$ cat config.mk
export PLATFORM = sky130hd
export DESIGN_NAME = uc_mc
export DESIGN_NICKNAME = d
export VERILOG_FILES = /design/src/rtl/uc_mc.sv
export SDC_FILE = /design/constraint.sdc
export NUM_CORES = 1
export LEC_CHECK = 0
export CAP_MARGIN = 40
export CORE_UTILIZATION = 36
export DETAILED_ROUTE_END_ITERATION = 8
export GPL_TIMING_DRIVEN = 0
export MAX_ROUTING_LAYER = met4
export PLACE_DENSITY = 0.86
export REMOVE_ABC_BUFFERS = 1
export SETUP_SLACK_MARGIN = 0.05
export SYNTH_ARGS = -nofsm -noshare
export SYNTH_HDL_FRONTEND = slang
export SYNTH_SLANG_ARGS = --single-unit
export TNS_END_PERCENT = 10
$ cat constraint.sdc
create_clock -name clock -period 2.2 [get_ports clock]
set_input_delay 0.22 -clock clock [delete_from_list [all_inputs] [get_ports clock]]
set_output_delay 0.22 -clock clock [all_outputs]
set_load 0.01 [all_outputs]
$ cat src/rtl/uc_mc.sv
// Multicycle control unit: decodes the IR and sequences fetch/decode/execute/memory/write-back.
// Define UC_MEM_WAIT_EN to stall memory states on mem_ready with a timeout trap.
module uc_mc #(
  parameter int ALUF_W      = 3,
  parameter int MEM_TIMEOUT = 15
) (
  input  logic              clock,
  input  logic              reset_n,
  input  logic [31:0]       instruction,
  input  logic              zero,
  input  logic              lt,
  input  logic              mem_ready,
  output logic              PCWrite,
  output logic              PCWriteCond,
  output logic [1:0]        BranchOp,
  output logic              PCSrc,
  output logic [ALUF_W-1:0] ALUFunct,
  output logic              ALUSrcA,
  output logic [1:0]        ALUSrcB,
  output logic              LoadRegA,
  output logic              LoadRegB,
  output logic              LoadALUOut,
  output logic              LoadMDR,
  output logic              LoadIR,
  output logic              DMemWr,
  output logic              DMemRd,
  output logic              IMemRd,
  output logic [1:0]        MemToReg,
  output logic              WriteReg,
  output logic              illegal,
  output logic [3:0]        state
);

  typedef enum logic [3:0] {
    S_FETCH    = 4'd0,
    S_DECODE   = 4'd1,
    S_EXEC_R   = 4'd2,
    S_EXEC_I   = 4'd3,
    S_MEM_ADDR = 4'd4,
    S_MEM_READ = 4'd5,
    S_MEM_WRITE= 4'd6,
    S_WB_ALU   = 4'd7,
    S_WB_MEM   = 4'd8,
    S_LUI      = 4'd9,
    S_BRANCH   = 4'd10,
    S_JAL      = 4'd11,
    S_ILLEGAL  = 4'd12
  } state_t;

  localparam logic [2:0] F_IDLE = 3'd0;
  localparam logic [2:0] F_ADD  = 3'd1;
  localparam logic [2:0] F_SUB  = 3'd2;
  localparam logic [2:0] F_AND  = 3'd3;
  localparam logic [2:0] F_OR   = 3'd4;
  localparam logic [2:0] F_SLT  = 3'd5;

  state_t     state_q, state_d;
  logic [6:0] opcode;
  logic [2:0] funct3;
  logic       funct7_5;
  logic [2:0] alu_f;
  logic [2:0] r_alu;
  logic       br_ok;
  logic       mem_done;
  logic       tmo;
  logic       unused_sig;

  assign opcode   = instruction[6:0];
  assign funct3   = instruction[14:12];
  assign funct7_5 = instruction[30];

`ifdef UC_MEM_WAIT_EN
  localparam int CNT_W = $clog2(MEM_TIMEOUT + 1);
  logic [CNT_W-1:0] cnt_q, cnt_d;

  assign mem_done   = mem_ready;
  assign tmo        = (cnt_q == CNT_W'(MEM_TIMEOUT - 1));
  assign unused_sig = ^{zero, lt, instruction[31], instruction[29:15], instruction[11:7]};

  // Saturating wait counter, cleared whenever the state changes.
  always_comb begin
    cnt_d = cnt_q;
    if (state_d != state_q) cnt_d = '0;
    else if (!mem_ready && cnt_q != CNT_W'(MEM_TIMEOUT)) cnt_d = cnt_q + 1'b1;
  end

  always_ff @(posedge clock or negedge reset_n) begin
    if (!reset_n) cnt_q <= '0;
    else          cnt_q <= cnt_d;
  end
`else
  localparam int unused_timeout = MEM_TIMEOUT;
  assign mem_done   = 1'b1;
  assign tmo        = 1'b0;
  assign unused_sig = ^{zero, lt, mem_ready, instruction[31], instruction[29:15], instruction[11:7]};
`endif

  always_comb begin
    r_alu = F_IDLE;
    case ({funct7_5, funct3})
      4'b0000: r_alu = F_ADD;
      4'b1000: r_alu = F_SUB;
      4'b0111: r_alu = F_AND;
      4'b0110: r_alu = F_OR;
      4'b0010: r_alu = F_SLT;
      default: r_alu = F_IDLE;
    endcase
  end

  assign br_ok = (funct3 == 3'b000) || (funct3 == 3'b001) ||
                 (funct3 == 3'b100) || (funct3 == 3'b101);

  always_ff @(posedge clock or negedge reset_n) begin
    if (!reset_n) state_q <= S_FETCH;
    else          state_q <= state_d;
  end

  always_comb begin
    state_d     = state_q;
    PCWrite     = 1'b0;
    PCWriteCond = 1'b0;
    BranchOp    = 2'b00;
    PCSrc       = 1'b0;
    alu_f       = F_IDLE;
    ALUSrcA     = 1'b0;
    ALUSrcB     = 2'b00;
    LoadRegA    = 1'b0;
    LoadRegB    = 1'b0;
    LoadALUOut  = 1'b0;
    LoadMDR     = 1'b0;
    LoadIR      = 1'b0;
    DMemWr      = 1'b0;
    DMemRd      = 1'b0;
    IMemRd      = 1'b0;
    MemToReg    = 2'b00;
    WriteReg    = 1'b0;
    illegal     = 1'b0;
    case (state_q)
      S_FETCH: begin
        IMemRd  = 1'b1;
        ALUSrcB = 2'b01;
        alu_f   = F_ADD;
        if (mem_done) begin
          LoadIR  = 1'b1;
          PCWrite = 1'b1;
          state_d = S_DECODE;
        end else if (tmo) begin
          state_d = S_ILLEGAL;
        end
      end
      S_DECODE: begin
        LoadRegA   = 1'b1;
        LoadRegB   = 1'b1;
        ALUSrcB    = 2'b11;
        alu_f      = F_ADD;
        LoadALUOut = 1'b1;
        case (opcode)
          7'b0110011:             state_d = S_EXEC_R;
          7'b0010011:             state_d = S_EXEC_I;
          7'b0000011, 7'b0100011: state_d = S_MEM_ADDR;
          7'b1100011:             state_d = S_BRANCH;
          7'b0110111:             state_d = S_LUI;
          7'b1101111:             state_d = S_JAL;
          default:                state_d = S_ILLEGAL;
        endcase
      end
      S_EXEC_R: begin
        ALUSrcA = 1'b1;
        if (r_alu != F_IDLE) begin
          alu_f      = r_alu;
          LoadALUOut = 1'b1;
          state_d    = S_WB_ALU;
        end else begin
          state_d = S_ILLEGAL;
        end
      end
      S_EXEC_I: begin
        ALUSrcA = 1'b1;
        ALUSrcB = 2'b10;
        if (funct3 == 3'b000) begin
          alu_f      = F_ADD;
          LoadALUOut = 1'b1;
          state_d    = S_WB_ALU;
        end else begin
          state_d = S_ILLEGAL;
        end
      end
      S_MEM_ADDR: begin
        ALUSrcA = 1'b1;
        ALUSrcB = 2'b10;
        if (funct3 == 3'b011) begin
          alu_f      = F_ADD;
          LoadALUOut = 1'b1;
          // opcode bit 5 separates store (0100011) from load (0000011)
          state_d    = opcode[5] ? S_MEM_WRITE : S_MEM_READ;
        end else begin
          state_d = S_ILLEGAL;
        end
      end
      S_MEM_READ: begin
        DMemRd = 1'b1;
        if (mem_done) begin
          LoadMDR = 1'b1;
          state_d = S_WB_MEM;
        end else if (tmo) begin
          state_d = S_ILLEGAL;
        end
      end
      S_MEM_WRITE: begin
        if (mem_done) begin
          DMemWr  = 1'b1;
          state_d = S_FETCH;
        end else if (tmo) begin
          state_d = S_ILLEGAL;
        end
      end
      S_WB_ALU: begin
        WriteReg = 1'b1;
        state_d  = S_FETCH;
      end
      S_WB_MEM: begin
        WriteReg = 1'b1;
        MemToReg = 2'b01;
        state_d  = S_FETCH;
      end
      S_LUI: begin
        WriteReg = 1'b1;
        MemToReg = 2'b10;
        state_d  = S_FETCH;
      end
      S_BRANCH: begin
        ALUSrcA  = 1'b1;
        alu_f    = F_SUB;
        PCSrc    = 1'b1;
        BranchOp = {funct3[2], funct3[0]};
        if (br_ok) begin
          PCWriteCond = 1'b1;
          state_d     = S_FETCH;
        end else begin
          state_d = S_ILLEGAL;
        end
      end
      S_JAL: begin
        PCWrite  = 1'b1;
        PCSrc    = 1'b1;
        WriteReg = 1'b1;
        MemToReg = 2'b11;
        state_d  = S_FETCH;
      end
      S_ILLEGAL: illegal = 1'b1;
      default:   state_d = S_FETCH;
    endcase
    // While reset is held only the fetch request stays up.
    if (!reset_n) begin
      PCWrite     = 1'b0;
      PCWriteCond = 1'b0;
      BranchOp    = 2'b00;
      PCSrc       = 1'b0;
      alu_f       = F_IDLE;
      ALUSrcA     = 1'b0;
      ALUSrcB     = 2'b00;
      LoadRegA    = 1'b0;
      LoadRegB    = 1'b0;
      LoadALUOut  = 1'b0;
      LoadMDR     = 1'b0;
      LoadIR      = 1'b0;
      DMemWr      = 1'b0;
      DMemRd      = 1'b0;
      IMemRd      = 1'b1;
      MemToReg    = 2'b00;
      WriteReg    = 1'b0;
      illegal     = 1'b0;
    end
  end

  assign ALUFunct = ALUF_W'(alu_f);
  assign state    = state_q;

endmodule

### Word-level counts from Yosys, hierarchy flattened

Index checks and enable logic that the tools add are counted.

* memories kept: 0
* bits in writable memories: 0
* word-level logic and storage cells: 88
* bits of input ports: 37
* bits in registers: 4
* output and inout bits: 27
* bits in read-only memories: 0
* bits in latches: 0

* $mul: 0
* shift operators: 0
* reductions and logical operators: 14
* eq/ne operators: 27
* bitwise logic cells: 0
* divide/modulo/power cells: 0
* magnitude comparators: 0
* add/subtract/negate cells: 0
* multiplexer cells: 46

Operator list (number)
* $pmux W4 S8: 1
* $pmux W3 S5: 2
* $mux W1: 28
* $eq A4 B3 Y1 const B: 6
* $eq A4 B4 Y1 const B: 6
* $pmux W4 S6: 1
* $eq A7 B6 Y1 const B: 3
* $mux W4: 4
* $eq A7 B7 Y1 const B: 2
* $eq A4 B2 Y1 const B: 3
* $pmux W2 S3: 2
* $mux W2: 5
* $reduce_or A2 Y1: 5
* $logic_not A4 Y1: 2
* $reduce_or A4 Y1: 2
* $eq A7 B2 Y1 const B: 1
* $eq A7 B5 Y1 const B: 1
* $eq A3 B3 Y1 const B: 2
* $mux W3: 2
* $eq A4 B1 Y1 const B: 1
* $pmux W1 S4: 1
* $eq A3 B1 Y1 const B: 1
* $eq A3 B2 Y1 const B: 1
* $logic_not A3 Y1: 1
* other kinds (2): 4

### Logic depth before layout (Yosys ltp)

* depth in word-level cells: 7
* mapped depth: 5
* mapped depth without buffers: 4

### Worst setup path after synthesis

Ideal clock, no wire load.

* path kind: reg-to-output
* start: reg state_q[0] (netlist: state[0])
* end: out LoadALUOut
* stages on the path, launching flop included: 6
* setup slack: 0.515 ns
* arrival: 1.465 ns
* cells stage by stage: dfrtp_1 > buf_6 > or3_1 > a211oi_1 > a311oi_2 > a21oi_1

* word-level cells in the longest chain between the ends: 3

Ends and longest elaborated chain
* start: declaration: RTL line 57 `state_t state_q, state_d;`
* start signal: assignment: RTL line 115 `else state_q <= state_d;`
* $eq A4 B3 Y1, or another cell as far along: RTL line 138 `case (state_q)`
* $pmux W1 S4 (*): RTL line 138
* $mux W1 (*): RTL line 254 `if (!reset_n) begin`
* end: declaration: RTL line 22 `output logic LoadALUOut,`

Every way passes the cells marked *; elsewhere a longest branch is shown, timed or not.

### Worst setup path in the final report

* start: reg state_q[2] (netlist: state[2])
* end: out ALUSrcA

* word-level cells in the longest chain between the ends: 4

Ends and longest elaborated chain
* $eq A4 B4 Y1, or another cell as far along: RTL line 138
* $reduce_or A4 Y1 (no line) (*)
* $mux W1 (*): RTL line 138
* $mux W1 (*): RTL line 254
* end: declaration: RTL line 18 `output logic ALUSrcA,`

Marked as above.

==> impl_metrics.py <==
metrics = {
    "outcome": {
        "status": "finished, violations left",
        "violations": "negative hold slack",
    },
    "yosys": {
        "synth_area_um2": 816,
        "ys_warn_count": 0,
        "ys_seq_elements": 4,
        "synthArstFlopShare_pct": 100,
        "ys_types": 41,
        "synth_cells": 123,
        "yosysSeqAreaShare_pct": 12.3,
        "synth_edf_count": 0,
        "synth_top_flop_cell": "dfrtp_1",
        "avgSynthCellArea_um2": 6.63,
    },
    "placed_design": {
        "io_buffers": 39,
        "gp_congestion": 0.777,
        "place_area_um2": 1160,
        "dp_hpwl_um": 1680,
    },
    "cells_and_area": {
        "final_util_pct": 64.4,
        "fin_area_um2": 1320,
        "drive_above_1_share_pct": 19.6,
        "antennaDiodeCount": 0,
        "final_nets": 202,
        "area_growth_pct": 61.2,
        "largest_reg_flops": 4,
    },
    "route": {
        "first_iter_violations": 67,
        "wl_per_cell_um": 14.0,
        "drt-total-wl_um": 2660,
        "drc_errors": 0,
        "detail_route.vias_per_cell": 5.73,
        "vias": 1088,
        "firstDrtPassIters": 4,
        "ant_nets": 0,
    },
    "pwr": {
        "ir_drop_uv": 466,
        "total_power_mw": 1.12,
        "p_leak_nw": 0.601,
        "pwr_density_cell_nw_per_um2": 853,
    },
    "clock_network": {
        "clkTransAtPathRegs_ps": 50,
        "clock_latency_ps": 250,
        "clock_path_buffers": 2,
        "cts_root_buf": "clkbuf_4",
        "cts_tree": "done",
        "numCtsBuffers": 3,
        "cts_hold_buf": 0,
        "numClockSinks": 4,
        "htreeDepth": 1,
    },
    "timing": {
        "fin_crit_ps": 2110,
        "setup_viol": 0,
        "holdWs_ps": -8.61,
        "finClkSkew_ps": 16.8,
        "hold_viol_final": 2,
        "period_share_pct": 95.8,
        "slew_headroom_pct": 70.2,
        "slew_violations": 0,
        "rsz0062_at_grt": "yes",
        "max_freq_mhz": 474,
        "worst_pin_slew_ps": 448,
    },
    "setup_path": {
        "r2r_start": "state[2]",
        "endpoint": "ALUSrcA",
        "critPathMaxFanout": 12,
        "crit_type": "flip-flop to primary output",
        "endpoint_kind": "primary output",
        "r2r_cells": 5,
        "cp-start-kind": "flip-flop",
        "worstSetupStartpoint": "state[2]",
        "required_ps": 1980,
        "cp.arrival_ps": 1890,
        "worstReg2RegEnd": "state[3]",
        "r2r_slack_ps": 510,
    },
    "grt": {
        "grt_pass1_wl_um": 4460,
        "antenna_found_initial": 0,
        "grt_pass1_vias": 1012,
        "track_usage_pct": 23.4,
        "overflow": 0,
        "grt_max_degree": 14,
    },
    "floorplanning": {
        "core_um2": 2040,
        "die_area_um2": 2460,
        "die_y_um": 49.6,
        "io_pins": 64,
        "rows": 16,
        "initial_utilization_pct": 40.0,
        "die_w_um": 49.6,
    },
    "min_path": {
        "hp-class": "input pin to asynchronous set/reset pin",
    },
    "flow_run": {
        "maxCapViolations": 0,
    },
}
per-stage QoR:
| stage | worst slack [ps] | hold WS, ps | instances | TNS [ps] |
|---|---|---|---|---|
| floorplan | 448 | -75.6 | 110 | 0 |
| global placement | -440 | 517 | 176 | -1380 |
| detailed placement | -460 | 524 | 176 | -1750 |
| CTS | 25.4 | 12.6 | 190 | 0 |
| global route | 13.6 | 13.2 | 190 | 0 |
| finish | 92.2 | -8.61 | 190 | 0 |
repair_timing:
action	in CTS	in global routing
resized for setup	19	14
buffers inserted	11	0
setup endpoints to repair	17	10
cloned	0	0
pin swaps	0	3
Yosys cell counts, types with 4 or more instances:
library cell  instances  area [um2]
a21oi_1               7        35.0
inv_1                 4        15.0
nor4_1                5        31.3
nor3_1                6        30.0
buf_2                 5        25.0
o21ai_0               5        25.0
nand2b_1             10        62.6
or3_1                 4        25.0
nand2_1               6        22.5
nand3_1               4        20.0
nor2_1               17        63.8
dfrtp_1               4         100
nor2b_1               6        37.5
critical path: stages, from the launching register on:
cell and delay (ps):
dfrtp_2 470, nand2b_4 240, nor2_1 90, o31ai_1 310
inv_1 70, clkdlybuf4s50_1 480
where the power goes:
part / internal [mW] / total, mW / switching (mW) / leakage (nW)
clock: 0.0613 / 0.0963 / 0.0349 / 0.0138
combinational: 0.435 / 0.854 / 0.420 / 0.541
sequential: 0.107 / 0.171 / 0.0644 / 0.0461
area by class of cell:
class	instances	area (um2)
repair buffers	50	479
clock buffers	3	22.5
flip-flops and latches	4	105
inverters	4	15.0
well taps	27	33.8
multi-input cells	102	659
fillers	182	727
per-layer routing:
| layer | GRT usage, % | share of wire [%] |
|---|---|---|
| met5 | - | 0 |
| met4 | 6.19 | 1.7 |
| met3 | 2.47 | 8.2 |
| met2 | 41.7 | 51 |
| met1 | 27.7 | 39 |
cell usage in the layout, fill, tap and decap left out, types with 6 or more instances in the layout:
| cell | instances |
|---|---|
| dlygate4sd2_1 | 6 |
| dlymetal6s2s_1 | 7 |
| buf_4 | 9 |
| nand2b_1 | 9 |
| nor2_1 | 16 |
| a21oi_1 | 7 |
| nor2b_1 | 6 |
| clkdlybuf4s50_1 | 24 |
| nand2_1 | 6 |
worst min-delay path by stage:
| stage | end | slack [ps] | from |
|---|---|---|---|
| 3_3_place_gp | state[0] | 520 | reset_n |
| 4_1_cts | state[0] | 10 | reset_n |
| 6_report | state[3] | -9 | reset_n |
| 3_5_place_dp | state[0] | 520 | reset_n |
| 5_1_grt | state[3] | 10 | reset_n |
| 2_1_floorplan | state[0] | -80 | reset_n |
cells by family (layout without fill, tap and decap cells):
kind of cell / count (synthesis) / count (layout) / share of synthesized area (%)
compound gates: 30 / 30 / 25.8
xor+xnor: 1 / 1 / 1.07
simple gates: 70 / 70 / 47.9
flops: 4 / 4 / 12.3
buf+inv: 17 / 57 / 11.8
mux: 1 / 1 / 1.23
Power figures use the tool's default switching activity.
